==> config.mk <==
export PLATFORM = sky130hd
export DESIGN_NAME = key_seq_lock
export DESIGN_NICKNAME = d
export VERILOG_FILES = /design/src/rtl/key_seq_pkg.sv /design/src/rtl/key_seq_lfsr.sv /design/src/rtl/key_seq_lock.sv
export SDC_FILE = /design/constraint.sdc
export NUM_CORES = 1
export LEC_CHECK = 0
export ABC_AREA = 0
export ABC_CLOCK_PERIOD_IN_PS = 1600
export BUFFER_PORTS_ARGS = -buffer_cell sky130_fd_sc_hd__buf_2
export CORE_UTILIZATION = 40
export CTS_CLUSTER_SIZE = 30
export DETAILED_ROUTE_END_ITERATION = 6
export PLACE_DENSITY = 0.74
export SETUP_SLACK_MARGIN = 0.1
export SLEW_MARGIN = 20
export SYNTH_ARGS = -nofsm -noshare
export SYNTH_HDL_FRONTEND = slang
export SYNTH_SLANG_ARGS = --single-unit
==> constraint.sdc <==
create_clock -name clk_i -period 1.6 [get_ports clk_i]
set_input_delay 0.16 -clock clk_i [delete_from_list [all_inputs] [get_ports clk_i]]
set_output_delay 0.16 -clock clk_i [all_outputs]
set_load 0.01 [all_outputs]
==> src/rtl/key_seq_pkg.sv <==
// Shared constants and helper functions for the cartridge key/unlock sequencer.
// Helpers work on 16-bit zero-extended values so any state width up to 16 fits.
package key_seq_pkg;

   localparam int unsigned MaxW        = 16;
   localparam int unsigned DefStateW   = 6;
   localparam int unsigned DefAddrW    = 14;
   localparam int unsigned DefKeyLsb   = 4;
   localparam int unsigned DefKeyW     = 4;
   localparam int unsigned DefUnlockLen = 6;
   localparam logic [13:0] DefWinMatch = 14'h1000;
   localparam logic [13:0] DefWinMask  = 14'h3000;
   localparam logic [5:0]  DefSeed     = 6'h01;
   localparam logic [5:0]  DefTaps     = 6'h30;
   localparam logic [5:0]  DefRbMask   = 6'h29;

   function automatic logic [MaxW-1:0] width_mask(input int unsigned w);
      return 16'((32'd1 << w) - 32'd1);
   endfunction

   // Fibonacci step: shift left, feedback parity of tapped bits enters at bit 0.
   function automatic logic [MaxW-1:0] lfsr_next(input logic [MaxW-1:0] st,
                                                 input logic [MaxW-1:0] taps,
                                                 input int unsigned w);
      return {st[MaxW-2:0], ^(st & taps)} & width_mask(w);
   endfunction

   function automatic logic [MaxW-1:0] key_of(input logic [MaxW-1:0] st,
                                              input int unsigned key_w);
      return (st ^ (st >> 2)) & width_mask(key_w);
   endfunction

   function automatic logic parity(input logic [MaxW-1:0] st, input logic [MaxW-1:0] mask);
      return ^(st & mask);
   endfunction

endpackage

==> src/rtl/key_seq_lfsr.sv <==
// LFSR state register: advances on a matching read, falls back to SEED on relock,
// mismatch, or when a read finds the (illegal) all-zero state.
module key_seq_lfsr
   import key_seq_pkg::*;
#(
   parameter int unsigned         STATE_W = DefStateW,
   parameter logic [STATE_W-1:0]  SEED    = DefSeed,
   parameter logic [STATE_W-1:0]  TAPS    = DefTaps
) (
   input  logic               clk_i,
   input  logic               rst_i,
   input  logic               relock_i,
   input  logic               rd_i,
   input  logic               match_i,
   output logic               adv_o,
   output logic [STATE_W-1:0] state_o
);

   logic [STATE_W-1:0] state_q;
   logic [MaxW-1:0]    next_ext;

   assign next_ext = lfsr_next(MaxW'(state_q), MaxW'(TAPS), STATE_W);
   // A zero state must never advance, even on a key match.
   assign adv_o    = rd_i & match_i & (|state_q);
   assign state_o  = state_q;

   always_ff @(posedge clk_i) begin
      if (rst_i) begin
         state_q <= SEED;
      end else if (relock_i) begin
         state_q <= SEED;
      end else if (adv_o) begin
         state_q <= next_ext[STATE_W-1:0];
      end else if (rd_i) begin
         state_q <= SEED;
      end
   end

endmodule

==> src/rtl/key_seq_lock.sv <==
// Cartridge key/unlock sequencer: window decode, consecutive-match counter,
// unlock flag and same-cycle readback of the pre-update state.
module key_seq_lock
   import key_seq_pkg::*;
#(
   parameter int unsigned         STATE_W    = DefStateW,
   parameter int unsigned         ADDR_W     = DefAddrW,
   parameter logic [ADDR_W-1:0]   WIN_MATCH  = DefWinMatch,
   parameter logic [ADDR_W-1:0]   WIN_MASK   = DefWinMask,
   parameter int unsigned         KEY_LSB    = DefKeyLsb,
   parameter int unsigned         KEY_W      = DefKeyW,
   parameter logic [STATE_W-1:0]  SEED       = DefSeed,
   parameter logic [STATE_W-1:0]  TAPS       = DefTaps,
   parameter int unsigned         UNLOCK_LEN = DefUnlockLen,
   parameter logic [STATE_W-1:0]  RB_MASK    = DefRbMask,
   parameter bit                  STICKY     = 1'b0
) (
   input  logic               clk_i,
   input  logic               rst_i,
   input  logic               bus_stb_i,
   input  logic               bus_sel_n_i,
   input  logic [ADDR_W-1:0]  bus_addr_i,
   input  logic               bus_rw_i,
   output logic [1:0]         dout_o,
   output logic               dout_oe_o,
   output logic [STATE_W-1:0] state_o,
   output logic [7:0]         step_cnt_o,
   output logic               unlocked_o
);

   localparam logic [7:0] UnlockLen = 8'(UNLOCK_LEN);

   logic            in_win, rd_q, wr_q, match, adv;
   logic [MaxW-1:0] key_exp;
   logic [7:0]      cnt_q, cnt_d, cnt_inc;
   logic            unlocked_q, unlocked_d;

   // rd_q/wr_q are combinational qualifiers, named after the bus decode terms.
   assign in_win  = ~bus_sel_n_i & ((bus_addr_i & WIN_MASK) == WIN_MATCH);
   assign rd_q    = bus_stb_i & in_win & bus_rw_i;
   assign wr_q    = bus_stb_i & in_win & ~bus_rw_i;
   assign key_exp = key_of(MaxW'(state_o), KEY_W);
   assign match   = (bus_addr_i[KEY_LSB +: KEY_W] == key_exp[KEY_W-1:0]);

   key_seq_lfsr #(
      .STATE_W (STATE_W),
      .SEED    (SEED),
      .TAPS    (TAPS)
   ) u_lfsr (
      .clk_i    (clk_i),
      .rst_i    (rst_i),
      .relock_i (wr_q),
      .rd_i     (rd_q),
      .match_i  (match),
      .adv_o    (adv),
      .state_o  (state_o)
   );

   assign cnt_inc = (cnt_q >= UnlockLen) ? UnlockLen : cnt_q + 8'd1;

   always_comb begin
      cnt_d      = cnt_q;
      unlocked_d = unlocked_q;
      if (wr_q) begin
         cnt_d      = 8'd0;
         unlocked_d = 1'b0;
      end else if (adv) begin
         cnt_d      = cnt_inc;
         unlocked_d = unlocked_q | (cnt_inc == UnlockLen);
      end else if (rd_q) begin
         cnt_d      = 8'd0;
         unlocked_d = STICKY ? unlocked_q : 1'b0;
      end
   end

   always_ff @(posedge clk_i) begin
      if (rst_i) begin
         cnt_q      <= 8'd0;
         unlocked_q <= 1'b0;
      end else begin
         cnt_q      <= cnt_d;
         unlocked_q <= unlocked_d;
      end
   end

   assign step_cnt_o = cnt_q;
   assign unlocked_o = unlocked_q;
   assign dout_oe_o  = rd_q;
   assign dout_o     = {unlocked_q, parity(MaxW'(state_o), MaxW'(RB_MASK))};

endmodule

# Word-level counts from Yosys, hierarchy flattened
# Cells that the tools add are included.
[totals]
word_cells = 30
regBits = 15
out_inout_bits = 18
[classes]
n_eq_ne = 3
addsub = 1
reduce_logical = 5
n_mux = 7
order_cmp = 1
bitwise_logic = 10
[op_table]
columns = ["op", "n"]
rows = [
  ["$reduce_xor A16 Y1", 2],
  ["$mux W8", 3],
  ["$mux W6", 2],
  ["$add A8 B1 Y8 const B", 1],
  ["$eq A8 B3 Y1 const B", 1],
  ["$ge A8 B3 Y1 const B", 1],
  ["$and A1 B1 Y1", 6],
  ["$reduce_or A6 Y1", 1],
  ["$eq A4 B4 Y1", 1],
  ["$xor A4 B4 Y4", 1],
  ["$eq A2 B1 Y1 const B", 1],
  ["$mux W1", 2],
  ["$not A1 Y1", 2],
  ["$reduce_bool A2 Y1", 1],
  ["$reduce_or A2 Y1", 1],
  ["$or A1 B1 Y1", 1],
]

# Longest topological paths before layout
[depth]
depth_word = 7
depth_mapped = 7
ltp_nobuf = 7

# By module
# Synthesis repeated with hierarchy kept, for this count alone.
[hier_totals]
hier_cells = 90
hier_area_um2 = 798.3
[by_module_without_submodules]
columns = ["module", "seq_area_each_um2", "cells_each", "area_each_um2", "instances"]
rows = [
  ["key_seq_lock", 180.2, 57, 523.0, 1],
  ["key_seq_lfsr", 120.1, 33, 275.3, 1],
]

# Worst setup path after synthesis
# OpenSTA, ideal clock, no wires.
[synth_timing]
path_kind = "flip-flop to flip-flop"
start = "reg u_lfsr.state_q[5], in the netlist u_lfsr.state_o[5]"
end = "reg u_lfsr.state_q[0], in the netlist u_lfsr.state_o[0]"
path_stages_with_launch = 8
arrival_time_ns = 1.670
path_buffers = 0
synth_period_minus_slack_ns = 1.790
setup_time_ns = 0.120
path_slack_ns = -0.190
path_cell_list = "dfxtp_1 -> inv_1 -> ha_1 -> nor3b_1 -> o31a_1 -> a211oi_4 -> a31oi_1 -> or2_1"
[synth_via]
elab_chain_len = 5
elab_cells_between_ends = 8
classes_between = "eq/ne: 1; mux: 1; bitwise: 3; reduce/logical: 3"
[synth_lines]
columns = ["element", "line_no", "text"]
rows = [
  ["start, declared", "key_seq_lfsr.sv:19", "logic [STATE_W-1:0] state_q;"],
  ["start signal, assigned", "key_seq_lfsr.sv:33", "state_q <= next_ext[STATE_W-1:0];"],
  ["$xor A4 B4 Y4", "key_seq_pkg.sv:30", "return (st ^ (st >> 2)) & width_mask(key_w);"],
  ["$eq A4 B4 Y1", "key_seq_lock.sv:43", "assign match = (bus_addr_i[KEY_LSB +: KEY_W] == key_exp[KEY_W-1:0]);"],
  ["$and A1 B1 Y1 (2 in series)", "key_seq_lfsr.sv:24", "assign adv_o = rd_i & match_i & (|state_q);"],
  ["$mux W6 or $reduce_bool A2 Y1 (tied branches)", "n/a", ""],
]
# Several ways; a longest one is shown, not always the timed one.
# A chain may end at the register's enable or synchronous reset.

# Worst setup path after layout
[layout_timing]
start = "reg u_lfsr.state_q[4], in the netlist u_lfsr.state_o[4]"
end = "reg u_lfsr.state_q[0], in the netlist u_lfsr.state_o[0]"
# The elaborated chain is that of the path after synthesis.

==> reports/summary.txt <==
RUN STATUS
-------------------------------------------------------------------------------------------------
Status ............................................................................. finished, violations left
Violations in the final reports .................................................... negative setup slack

YOSYS
-------------------------------------------------------------------------------------------------
Yosys warning total ................................................................            0
Number of distinct library cell variants in the gate-level netlist after synthesis .           29
Most frequently used cell type in the post-synthesis netlist ....................... sky130_fd_sc_hd__dfxtp_1
Async set-reset flop share out of synthesis ........................................           0%
Top cells by instance count after synthesis ........................................ sky130_fd_sc_hd__dfxtp_1 (15), sky130_fd_sc_hd__inv_1 (9), sky130_fd_sc_hd__nor2_1 (9)
Biggest area contributors in the synthesized netlist ............................... sky130_fd_sc_hd__dfxtp_1 (39%), sky130_fd_sc_hd__a22oi_1 (5.9%), sky130_fd_sc_hd__ha_1 (4.9%)
Post-synthesis sequential element count ............................................           15
Number of nets produced by synthesis ...............................................          106
Synthesized area per cell ..........................................................    9.056 um2
Post-synth EDFFs ...................................................................            0
Synthesized area ...................................................................    760.7 um2
Sequential-to-total area share from yosys stat .....................................       39.47%
Yosys top cell by area ............................................................. sky130_fd_sc_hd__dfxtp_1
Post-synthesis instance total ......................................................           84
Fraction of post-synthesis cell area in the top cell type by area ..................       39.47%
Most used DFF post-synth ........................................................... sky130_fd_sc_hd__dfxtp_1

TIMING
-------------------------------------------------------------------------------------------------
Maximum achievable frequency .......................................................    619.1 MHz
Share of the cycle needed by the critical path after routing .......................       101.0%
Worst Slack Setup Final ............................................................  -0.01527 ns
Unrepaired setup endpoints after global routing ....................................         true
Transition time at the pin with the least slew margin ..............................    0.3571 ns
Number of failing hold endpoints at the final stage ................................            0
Crit path time final ...............................................................     1.615 ns
Worst relative slew slack ..........................................................       76.14%
Worst Hold Slack ...................................................................   0.06805 ns
Slew Viols, Final ..................................................................            0
Worst Skew .........................................................................  0.007010 ns
Final setup fails ..................................................................            2

CLOCK TREE
-------------------------------------------------------------------------------------------------
Root Driver ........................................................................ sky130_fd_sc_hd__clkbuf_4
Sink Count .........................................................................           15
Number of buffers on the longest clock path ........................................            2
Skew-Pair Late Insertion Delay .....................................................      0.29 ns
Clock-pin slew on the worst setup and hold paths ...................................      0.10 ns
Total setup buffers inserted after CTS .............................................            0
Cts bufs inserted ..................................................................            3
Maximum level of the CTS H-tree ....................................................            1
Clock tree from TritonCTS ..........................................................          yes
Count of hold-fix buffers inserted at cts ..........................................            0

PLACEMENT
-------------------------------------------------------------------------------------------------
Setup WS pre-CTS ...................................................................  -0.08991 ns
Post-detailed-placement half-perimeter wirelength ..................................      1171 um
Dpl cells ..........................................................................          140
Quantity of I/O buffers inserted on ports ..........................................           28
Global placer's final weighted congestion ..........................................       0.7243

FINISH
-------------------------------------------------------------------------------------------------
Final net count ....................................................................          143
Number of antenna diodes ...........................................................            0
Seq. cell area .....................................................................    310.3 um2
Proportion of layout cells with a drive suffix above 1 .............................       45.83%
Area taken by multi-input logic gates ..............................................    434.2 um2
Synth-to-layout area growth ........................................................       36.02%
Final Instance Count excl. Fillers .................................................          145
Filler cells .......................................................................          167

SETUP PATH
-------------------------------------------------------------------------------------------------
Worst endpoint data arrival time ...................................................      1.81 ns
Kind of critical path ..............................................................   reg -> reg
Largest fanout of any net on the critical path .....................................            4
Worst Path Required ................................................................      1.79 ns
Crit end category ..................................................................         flop
Register-to-Register Path Depth ....................................................            7
CP Launch Type .....................................................................         flop

ROUTE
-------------------------------------------------------------------------------------------------
Routed vias ........................................................................          685
Drt wl/cell ........................................................................     10.68 um
Total wirelength of the detailed-routed design .....................................      1549 um
Number of design rule violations left after detail routing .........................            0
Count of TritonRoute iterations in the first routing pass ..........................            4
Post-DRT Antenna Nets ..............................................................            0
Routed via count divided by cell count .............................................        4.724
Iteration-0 DRC Markers ............................................................            8

RUN
-------------------------------------------------------------------------------------------------
Maxcap violations ..................................................................            0

POWER AND IR DROP
-------------------------------------------------------------------------------------------------
Areal power density over the cells ................................................. 615.7 nW/um2
Leakage power summed over all cells ................................................ 0.0004879 uW
Max IR drop VDD ....................................................................    0.5422 mV
Total power draw ...................................................................     637.1 uW

FLOORPLANNING
-------------------------------------------------------------------------------------------------
I/O pin total ......................................................................           37
Core area ..........................................................................     1745 um2
Number of rows created at floorplan ................................................           15
Area of the die ....................................................................     2080 um2
Vertical die dimension .............................................................     45.61 um
Horiz. Die Dim .....................................................................     45.61 um
Initial core utilization ...........................................................       43.58%

GLOBAL ROUTE
-------------------------------------------------------------------------------------------------
Number of global-route vias before repair ..........................................          602
Maximum number of pins on one net before global-route repair .......................           11
Number of antenna violations at the first check in global routing ..................            0
Remaining global-route overflow ....................................................            0
Global router's overall resource usage .............................................       17.55%
First-pass GRT wire length .........................................................      2580 um

HOLD PATH
-------------------------------------------------------------------------------------------------
Path type of the worst min-delay path ..............................................    in -> reg
Cell count of the worst hold path ..................................................            2

==> cells by family (layout without fill, tap and decap cells) <==
family | count (synthesis) | after routing | share of synthesized area [%]
AOI/OAI and AO/OA | 20 | 20 | 19.90
xor gates and xnor gates | 7 | 7 | 9.868
adders and majority gates | 3 | 3 | 4.935
buffers and inverters | 12 | 48 | 7.401
DFF | 15 | 15 | 39.47
and+or+nand+nor | 27 | 27 | 18.42
==> final cells by class <==
type                       instances  share of cell area (%)
sequential                        15                   29.99
inverter                           9                   3.265
multi-input combinational         57                   41.96
timing repair buffer              35                   18.98
clock buffer                       3                   2.177
tap                               25                   3.023
clock inverter                     1                  0.6046
==> through the flow <==
step	setup TNS, ns	instance area, um2	utilization, %
floorplan	-0.1371	777.0	-
global route	-0.7493	1035	59.28
detailed placement	-0.2131	970.9	55.63
global placement	-0.1027	970.9	55.63
finish	-0.02592	1035	59.28
CTS	-0.02097	1027	58.85
==> placed cells by master, fill, tap and decap left out, drive strengths merged <==
cell,instances
buf,35
dfxtp,15
inv,10
nor2,9
a22oi,6
and2,5
nand2,4
xor2,4
a21oi,4
clkbuf,3
o21ai,3
ha,3
xnor2,2
a31oi,2
nand3,2
a211oi,2
and4bb,1
nor3,1
and3,1
or3,1
xnor3,1
o2111ai,1
nor3b,1
o31a,1
a21o,1
nor2b,1
or2,1
==> where the power goes <==
group | switching, uW | internal (uW) | total, uW
logic | 20.7 | 19.2 | 39.9
clock network | 131 | 96.7 | 227
registers | 0.123 | 370 | 370
total | 152 | 486 | 637
==> repair_timing <==
item | in CTS | in global routing
pin swaps | 8 | 2
gates cloned | 1 | 0
gates resized for setup | 6 | 2
setup endpoints to repair | 10 | 10
==> metal layers <==
layer,up-vias,global-route usage (%),part of all wire [%]
met1,308,22.17,46
met4,0,5.455,0.84
met5,-,0,0
met2,17,27.14,47
li1,358,-,-
met3,2,7.143,5.5
==> critical path: stages, from the launching register on <==
cell and delay (ns):
sky130_fd_sc_hd__dfxtp_4 0.38, sky130_fd_sc_hd__inv_2 0.03, sky130_fd_sc_hd__ha_2 0.15, sky130_fd_sc_hd__nor3b_2 0.14
sky130_fd_sc_hd__o31a_1 0.27, sky130_fd_sc_hd__a211oi_4 0.22, sky130_fd_sc_hd__a31oi_1 0.12, sky130_fd_sc_hd__or2_1 0.21
==> registers in the layout, indices dropped and copies added, names as in the netlist <==
signal          flops
u_lfsr.state_o      6
unlocked_o          1
step_cnt_o          8
==> worst paths after layout <==
check             slack [ns]                end              start
setup / recovery       -0.02  u_lfsr.state_o[0]  u_lfsr.state_o[4]
hold / removal          0.07  u_lfsr.state_o[0]              rst_i
setup reg to reg       -0.02  u_lfsr.state_o[0]  u_lfsr.state_o[4]
hold reg to reg         0.49      step_cnt_o[6]      step_cnt_o[6]
No activity file was read; power rests on OpenSTA's default activity.
